<file path="config.mk">
export PLATFORM = sky130hd
export DESIGN_NAME = seq_signed_divider
export DESIGN_NICKNAME = d
export VERILOG_FILES = /design/src/rtl/div_pkg.sv /design/src/rtl/div_step.sv /design/src/rtl/seq_signed_divider.sv
export SDC_FILE = /design/constraint.sdc
export NUM_CORES = 1
export LEC_CHECK = 0
export BUFFER_PORTS_ARGS = -buffer_cell sky130_fd_sc_hd__buf_2
export CAP_MARGIN = 30
export CORE_ASPECT_RATIO = 1.2
export CORE_MARGIN = 2
export CORE_UTILIZATION = 53
export CTS_CLUSTER_SIZE = 28
export DETAILED_ROUTE_END_ITERATION = 12
export PLACE_DENSITY = 0.8
export REMOVE_ABC_BUFFERS = 1
export SYNTH_ARGS = -nofsm -noshare
export SYNTH_HDL_FRONTEND = slang
export SYNTH_SLANG_ARGS = --single-unit
</file>
<file path="constraint.sdc">
create_clock -name clk -period 2 [get_ports clk]
set_clock_uncertainty 0.15 [all_clocks]
set_input_delay 0.4 -clock clk [delete_from_list [all_inputs] [get_ports clk]]
set_output_delay 0.4 -clock clk [all_outputs]
set_load 0.02 [all_outputs]
</file>
<file path="src/rtl/div_pkg.sv">
// ============================================================================
//  Module      : div_pkg
//  Description : Shared types and constants for the sequential signed divider.
//  Revision    : 1.0 - initial release
// ============================================================================
`default_nettype none

package div_pkg;

    localparam int c_width_default = 8;
    localparam int c_cnt_width     = $clog2(c_width_default);

    typedef enum logic [1:0] {
        S_IDLE = 2'd0,
        S_CALC = 2'd1,
        S_FIX  = 2'd2,
        S_DONE = 2'd3
    } div_state_t;

endpackage : div_pkg

`default_nettype wire

</file>
<file path="src/rtl/div_step.sv">
// ============================================================================
//  Module      : div_step
//  Description : One restoring shift-subtract iteration (combinational).
//  Revision    : 1.0 - initial release
// ============================================================================
`default_nettype none

module div_step #(
    parameter int WIDTH = 8
) (
    input  logic [WIDTH:0]   i_p,
    input  logic             i_din,
    input  logic [WIDTH-1:0] i_bmag,
    output logic [WIDTH:0]   o_p_next,
    output logic             o_qbit
);

    // One guard bit above the partial remainder keeps the trial sign exact.
    logic [WIDTH+1:0] w_shift;
    logic [WIDTH+1:0] w_trial;

    always_comb begin
        w_shift  = {i_p, i_din};
        w_trial  = w_shift - {2'b00, i_bmag};
        o_qbit   = ~w_trial[WIDTH+1];
        o_p_next = o_qbit ? w_trial[WIDTH:0] : w_shift[WIDTH:0];
    end

endmodule : div_step

`default_nettype wire

</file>
<file path="src/rtl/seq_signed_divider.sv">
// ============================================================================
//  Module      : seq_signed_divider
//  Description : Multi-cycle signed divider, truncating quotient/remainder.
//  Revision    : 1.0 - initial release
// ============================================================================
`default_nettype none

module seq_signed_divider
    import div_pkg::*;
#(
    parameter int WIDTH = c_width_default
) (
    input  logic             clk,
    input  logic             rst,
    input  logic             start,
    input  logic [WIDTH-1:0] a,
    input  logic [WIDTH-1:0] b,
    output logic [WIDTH-1:0] q,
    output logic [WIDTH-1:0] r,
    output logic             busy,
    output logic             done,
    output logic             div_by_zero,
    output logic             overflow
);

    localparam int c_cnt_w = $clog2(WIDTH);

    div_state_t       r_state;
    logic [c_cnt_w-1:0] r_cnt;
    logic [WIDTH:0]   r_p;
    logic [WIDTH-1:0] r_dvd;
    logic [WIDTH-1:0] r_bmag;
    logic [WIDTH-1:0] r_a;
    logic             r_sign_q;
    logic             r_sign_r;
    logic             r_dz;
    logic             r_ov;

    logic [WIDTH-1:0] w_amag;
    logic [WIDTH-1:0] w_bmag;
    logic             w_b_zero;
    logic             w_ov;
    logic [WIDTH:0]   w_p_next;
    logic             w_qbit;

    always_comb begin
        w_amag   = a[WIDTH-1] ? -a : a;
        w_bmag   = b[WIDTH-1] ? -b : b;
        w_b_zero = (b == '0);
        w_ov     = (a == {1'b1, {(WIDTH-1){1'b0}}}) && (b == '1);
    end

    div_step #(
        .WIDTH (WIDTH)
    ) u_step (
        .i_p      (r_p),
        .i_din    (r_dvd[WIDTH-1]),
        .i_bmag   (r_bmag),
        .o_p_next (w_p_next),
        .o_qbit   (w_qbit)
    );

    always_ff @(posedge clk or posedge rst) begin
        if (rst) begin
            r_state     <= S_IDLE;
            r_cnt       <= '0;
            r_p         <= '0;
            r_dvd       <= '0;
            r_bmag      <= '0;
            r_a         <= '0;
            r_sign_q    <= 1'b0;
            r_sign_r    <= 1'b0;
            r_dz        <= 1'b0;
            r_ov        <= 1'b0;
            q           <= '0;
            r           <= '0;
            busy        <= 1'b0;
            done        <= 1'b0;
            div_by_zero <= 1'b0;
            overflow    <= 1'b0;
        end else begin
            done <= 1'b0;
            case (r_state)
                S_IDLE: begin
                    if (start) begin
                        r_sign_q <= a[WIDTH-1] ^ b[WIDTH-1];
                        r_sign_r <= a[WIDTH-1];
                        r_dvd    <= w_amag;
                        r_bmag   <= w_bmag;
                        r_a      <= a;
                        r_p      <= '0;
                        r_cnt    <= '0;
                        r_dz     <= w_b_zero;
                        r_ov     <= w_ov;
                        busy     <= 1'b1;
                        // Zero divisor skips iteration; FIX writes its fixed result.
                        r_state  <= w_b_zero ? S_FIX : S_CALC;
                    end
                end
                S_CALC: begin
                    r_p   <= w_p_next;
                    r_dvd <= {r_dvd[WIDTH-2:0], w_qbit};
                    r_cnt <= r_cnt + c_cnt_w'(1);
                    if (r_cnt == c_cnt_w'(WIDTH - 1)) begin
                        r_state <= S_FIX;
                    end
                end
                S_FIX: begin
                    if (r_dz) begin
                        q <= '1;
                        r <= r_a;
                    end else begin
                        q <= r_sign_q ? -r_dvd : r_dvd;
                        r <= r_sign_r ? -r_p[WIDTH-1:0] : r_p[WIDTH-1:0];
                    end
                    div_by_zero <= r_dz;
                    overflow    <= r_ov;
                    r_state     <= S_DONE;
                end
                S_DONE: begin
                    done    <= 1'b1;
                    busy    <= 1'b0;
                    r_state <= S_IDLE;
                end
                default: begin
                    r_state <= S_IDLE;
                end
            endcase
        end
    end

endmodule : seq_signed_divider

`default_nettype wire

</file>
; Word level (Yosys, flattened, before mapping)
; Index checks and enable logic that the tools add are counted.
[classes]
addsub = 6
eq_ne = 8
mux = 20
n_bitwise = 2
reduce_logical = 9
[op_table]
columns = op, n
row1 = two-way mux 8 bit, 7
row2 = negator 8 bit, 4
row3 = two-way mux 9 bit, 2
row4 = one-hot mux 9 bit (2 select lines), 1
row5 = equality test 8 bit (second input constant), 2
row6 = one-hot mux 8 bit (2 select lines), 1
row7 = subtractor 10 x 8 -> 10 bit, 1
row8 = logical NOT 8 bit, 1
row9 = one-hot mux 2 bit (4 select lines), 1
row10 = AND reduction 2 bit, 4
row11 = two-way mux 2 bit, 3
row12 = one-hot mux 3 bit (2 select lines), 1
row13 = equality test 2 bit (second input constant), 2
row14 = != test 2 bit (second input constant), 2
row15 = nonzero test 2 bit, 2
row16 = adder 3 x 1 -> 3 bit (second input constant), 1
row17 = equality test 3 bit (second input constant), 1
row18 = two-way mux 3 bit, 1
row19 = equality test 2 x 1 -> 1 bit (second input constant), 1
row20 = logical NOT 2 bit, 1
row21 = two-way mux 1 bit, 2
row22 = one-hot mux 1 bit (2 select lines), 1
row23 = logical AND 1 bit, 1
row24 = NOT 1 bit, 1
row25 = bitwise XOR 1 bit, 1
[word_totals]
reg_bits = 62
inputBits = 19
output_inout_bits = 20
word_cells = 61

; Longest topological paths before layout
[logic_depth]
ltp_word = 4
mapped_depth = 10
ltp_nobuf = 10

; Hierarchy
; A second synthesis with hierarchy kept.
[hier_totals]
cells_unflattened = 377
area_unflattened_um2 = 3703.6
[by_module_without_submodules]
columns = module, instances, cells_each, area_per_inst_um2, seq_area_each_um2
row1 = seq_signed_divider, 1, 305, 3138.0, 1526.5
row2 = div_step, 1, 72, 565.5, 0.0

; Least setup slack after synthesis
; Ideal clock, no wire load.
[synth_timing]
path_kind = register to register
startpoint = register r_dvd[7]
endpoint = register r_p[8]
setup_time_ps = 127
t_arrival_ps = 1885
required_ps = 1723
path_slack_ps = -162
stages_incl_launch_ff = 11
path_cell_list = dfrtp_1 -> inv_1 -> ha_1 -> inv_1 -> fa_1 -> a211oi_1 -> nor2_1 -> a21oi_1 -> nand2_1 -> a32oi_1 -> nand3_1
[synth_between]
elab_chain_len = 3
[synth_lines]
columns = item, line_no
row1 = from (decl), seq_signed_divider.sv:31  ; logic [WIDTH-1:0] r_dvd;
row2 = from (signal assigned), seq_signed_divider.sv:88  ; r_dvd <= w_amag;
row3 = from (signal assigned), seq_signed_divider.sv:102  ; r_dvd <= {r_dvd[WIDTH-2:0], w_qbit};
row4 = subtractor 10 x 8 -> 10 bit, div_step.sv:24  ; w_trial = w_shift - {2'b00, i_bmag};
row5 = two-way mux 9 bit, div_step.sv:26  ; o_p_next = o_qbit ? w_trial[WIDTH:0] : w_shift[WIDTH:0];
row6 = one-hot mux 9 bit (2 select lines), seq_signed_divider.sv:83  ; case (r_state)
row7 = to (signal assigned), seq_signed_divider.sv:101  ; r_p <= w_p_next;
row8 = to (decl), seq_signed_divider.sv:30  ; logic [WIDTH:0] r_p;
; Every way passes these cells.
; A chain may end at the register's enable or synchronous reset.

; Final worst setup path
[layout_timing]
startpoint = register r_p[5]
endpoint = register r_p[3]
[layout_between]
elab_chain_len = 3
[layout_lines]
columns = item, line_no
row1 = subtractor 10 x 8 -> 10 bit, div_step.sv:24
row2 = two-way mux 9 bit, div_step.sv:26
row3 = one-hot mux 9 bit (2 select lines), seq_signed_divider.sv:83
; Every way passes these cells.

==> key figures <==
Job
  – Max-cap violations: 0

Logic synthesis
  – Synth Flop Type: dfrtp_1
  – Post-synthesis compound-gate area fraction: 0.143
  – Synth Area in Adders: 0.0714
  – Largest family of logic cells by synthesized area: simple AND/OR/NAND/NOR gates
  – Mux cell area share after synthesis: 0.0887
  – Seq cells post-synth: 61
  – Synth unique cells: 50
  – XOR/XNOR share of the synthesized area: 0.0700
  – Post-synthesis simple-gate area fraction: 0.155
  – Sequential-to-total area share from yosys stat: 0.423
  – Area leader, netlist: dfrtp_1
  – Number of synthesized flops with an enable pin: 0
  – Syn avg cell area: around 9.4 um2
  – Syn. warnings: 0
  – Synth area leaders: dfrtp_1 42%, ha_1 6.6%, nand2_1 5.2%, o21ai_0 5.1%, mux2_2 4.7%
  – Post-Syn Instances: ~390
  – Top cell type's share of synthesized area: 0.423
  – Asr flop ratio synth: 1.00
  – Mapped Area: 3610 um2

Min path
  – Min-delay src: b[2]
  – Hold Path Sink: r_ov
  – Worst Hold Class: input pin to register
  – Hold depth: 3

Clock network
  – TritonCTS clock tree: done
  – Clock Latency Late Sink: between 0.3 and 0.4 ns
  – Inserted Clock Buffers: 9
  – Clock Tree Buf Depth: 2
  – Root buf cell: clkbuf_8
  – Clk slew on worst S/H paths: around 0.080 ns
  – H-tree Lvls: 3
  – Sink Count: slightly above 60

Layout
  – Area growth, synth to finish: 32.1%
  – # diodes: 0
  – Layout Nets: ~520
  – Final Core Density: 0.731
  – Filler cells: about 420
  – Share of cells above drive strength 1: 0.354

Place
  – HPWL after detailed placement: 6110 um
  – Setup WS pre-CTS: -0.413 ns
  – Port bufs: 38
  – GPL Wtd Cong: around 0.9

Global routing
  – Global Route Usage Sum: 0.272
  – Number of global-route vias before repair: 3,382
  – First-pass GRT wire length: between 15,000 and 20,000 um
  – Total congestion overflow: 0
  – Antenna violations before repair: 0
  – Pin count of the biggest net entering global routing: 62

Route
  – Avg WL per Cell: about 18 um
  – Remaining antenna violation count: 0
  – DRC Markers: 0
  – Final WL: roughly 10,000 um
  – Via count: between 3,000 and 4,000
  – Avg Vias per Cell: 5.76
  – 1st-iter DRT viols: 225
  – First-pass DRT Iterations: 5

Floorplanning
  – Ports: 39
  – Die Ht: 94.4 um
  – Initial Util: 0.553
  – Core area: about 6500 um2
  – Die X: 79.3 um
  – Site Rows: 32
  – DIE AREA: 7490 um2

Setup path
  – Setup Crit Path Kind: register to register
  – Worst setup EP type: register
  – RR Endpoint: r_p[3]
  – R2R Setup Slk: -0.31 ns
  – Worst Path Arrival: roughly 2.4 ns
  – Crit path max fanout: 6
  – WP data required: ~2.1 ns
  – Reg-to-Reg Start: r_p[5]
  – Startpoint Class: register
  – Reg2reg path depth: 10

Outcome
  – Violated checks: negative setup slack
  – Status: complete, but fails checks

Timing
  – Max Slew Vio Count: 0
  – Slew HR: 0.614
  – Post-route worst setup slack: -0.314 ns
  – Final setup vio count: 13
  – Fin. Hold Viols: 0
  – Max Fclk: around 430 MHz
  – Slew @ Worst Pin: 0.571 ns
  – Final period util: 1.16
  – Unrepaired setup endpoints after global routing: true
  – Min Tclk post-route: around 2.3 ns
  – Setup TNS: -2.99 ns
  – Final Hold Slack: roughly 0.21 ns

Pwr
  – Peak VDD IR: 0.829 mV
  – P_leak: ~2.2 nW
  – Power Total: ~8.9 mW
  – PD cells: about 1900 nW/um2
## worst max-delay path: stages, from the launching register on
cell and delay (ns):
dfrtp_1 0.45, ha_4 0.28, buf_4 0.13, nand3_1 0.10, o211ai_1 0.15, a21oi_2 0.16, buf_4 0.16, xnor2_4 0.12
buf_12 0.15, mux2i_4 0.23, o21ai_2 0.10
## per-layer routing
metal | GRT usage | routed length, um | up-vias
met5 | 0 | 0 | -
met4 | 0.121 | 270 | 0
met3 | 0.0363 | 464 | 25
met2 | 0.501 | 5250 | 128
met1 | 0.311 | 4120 | 1618
li1 | - | - | 1503
## cells in the final DEF (no fill, tap or decap), types with 7 or more instances in the layout
cell,synthesis,layout
a21oi_1,18,14
buf_2,3,38
buf_4,1,53
clkbuf_8,1,10
dfrtp_1,61,59
ha_1,19,13
inv_1,23,19
mux2_2,15,14
mux2i_1,14,11
nand2_1,50,50
nand2b_1,7,7
nor2_1,32,31
o21ai_0,37,30
o21ai_1,1,7
xnor2_1,16,16
xor2_1,11,11
## power breakdown
part	internal (mW)	switching [mW]
clock	0.605	0.544
sequential	1.76	0.443
combinational	2.68	2.89
total	5.05	3.87
## worst max-delay path by stage
stage / startpoint / endpoint / slack, ns / cells past startpoint
2_1_floorplan: r_state[0] / r_dvd[7] / -0.52 / 5
3_3_place_gp: r_dvd[7] / r_p[8] / -0.31 / 10
3_5_place_dp: r_bmag[1] / r_p[0] / -0.41 / 8
4_1_cts: r_p[3] / r[7] / -0.21 / 7
5_1_grt: r_p[5] / r_p[4] / -0.39 / 10
6_report: r_p[5] / r_p[3] / -0.31 / 10
## repair_timing
| item | in CTS | in global routing |
|---|---|---|
| resized for setup | 25 | 26 |
| buffers inserted | 9 | 1 |
| cloned | 1 | 0 |
| pin swaps | 11 | 7 |
| hold endpoints to repair | 61 | 0 |
| hold buffers | 1 | 0 |
| endpoints found under the setup margin | 12 | 16 |
## synth_stat cells, types with 2 or more instances
cell type,instances
dfrtp_1,61
mux2i_1,14
o311ai_1,2
or3_4,2
a22o_1,3
nand4_1,3
nor3_1,3
clkbuf_1,12
nand2b_1,7
buf_2,3
o41ai_1,2
o21ai_0,37
a21oi_1,18
nor2_1,32
nand3_1,8
mux2_2,15
xnor2_1,16
nand2_1,50
nor2b_1,5
ha_1,19
o211ai_1,2
o31ai_1,5
a211oi_1,5
or3_1,3
xor2_1,11
inv_1,23
a21boi_0,2
## sequential cells by signal (all words and copies together), names as in the netlist, 2 cells and up
signal,count
q,8
r,8
r_a,8
r_bmag,8
r_cnt,3
r_dvd,8
r_p,9
r_state,2
## cells by family after synthesis
| group | count (synthesis) |
|---|---|
| xor+xnor | 28 |
| compound gates | 85 |
| flops | 61 |
| fa+ha+maj | 20 |
| buf+inv | 41 |
| mux | 30 |
| simple gates | 121 |
## cell type report
cell class | count | area [um2] | share of cell area
multi-input cells | 285 | 2160 | 0.452
inverters | 23 | 86.3 | 0.0181
flip-flops and latches | 61 | 1530 | 0.321
clock inverters | 6 | 62.6 | 0.0131
repair buffers | 98 | 692 | 0.145
clock buffers | 10 | 138 | 0.0289
well taps | 85 | 106 | 0.0223
## stage by stage
| stage | area (um2) | std cells |
|---|---|---|
| floorplan | 3520 | 368 |
| global placement | 4210 | 540 |
| detailed placement | 4210 | 540 |
| CTS | 4650 | 567 |
| global route | 4770 | 568 |
| finish | 4770 | 568 |
(Power assumes the default switching activity.)
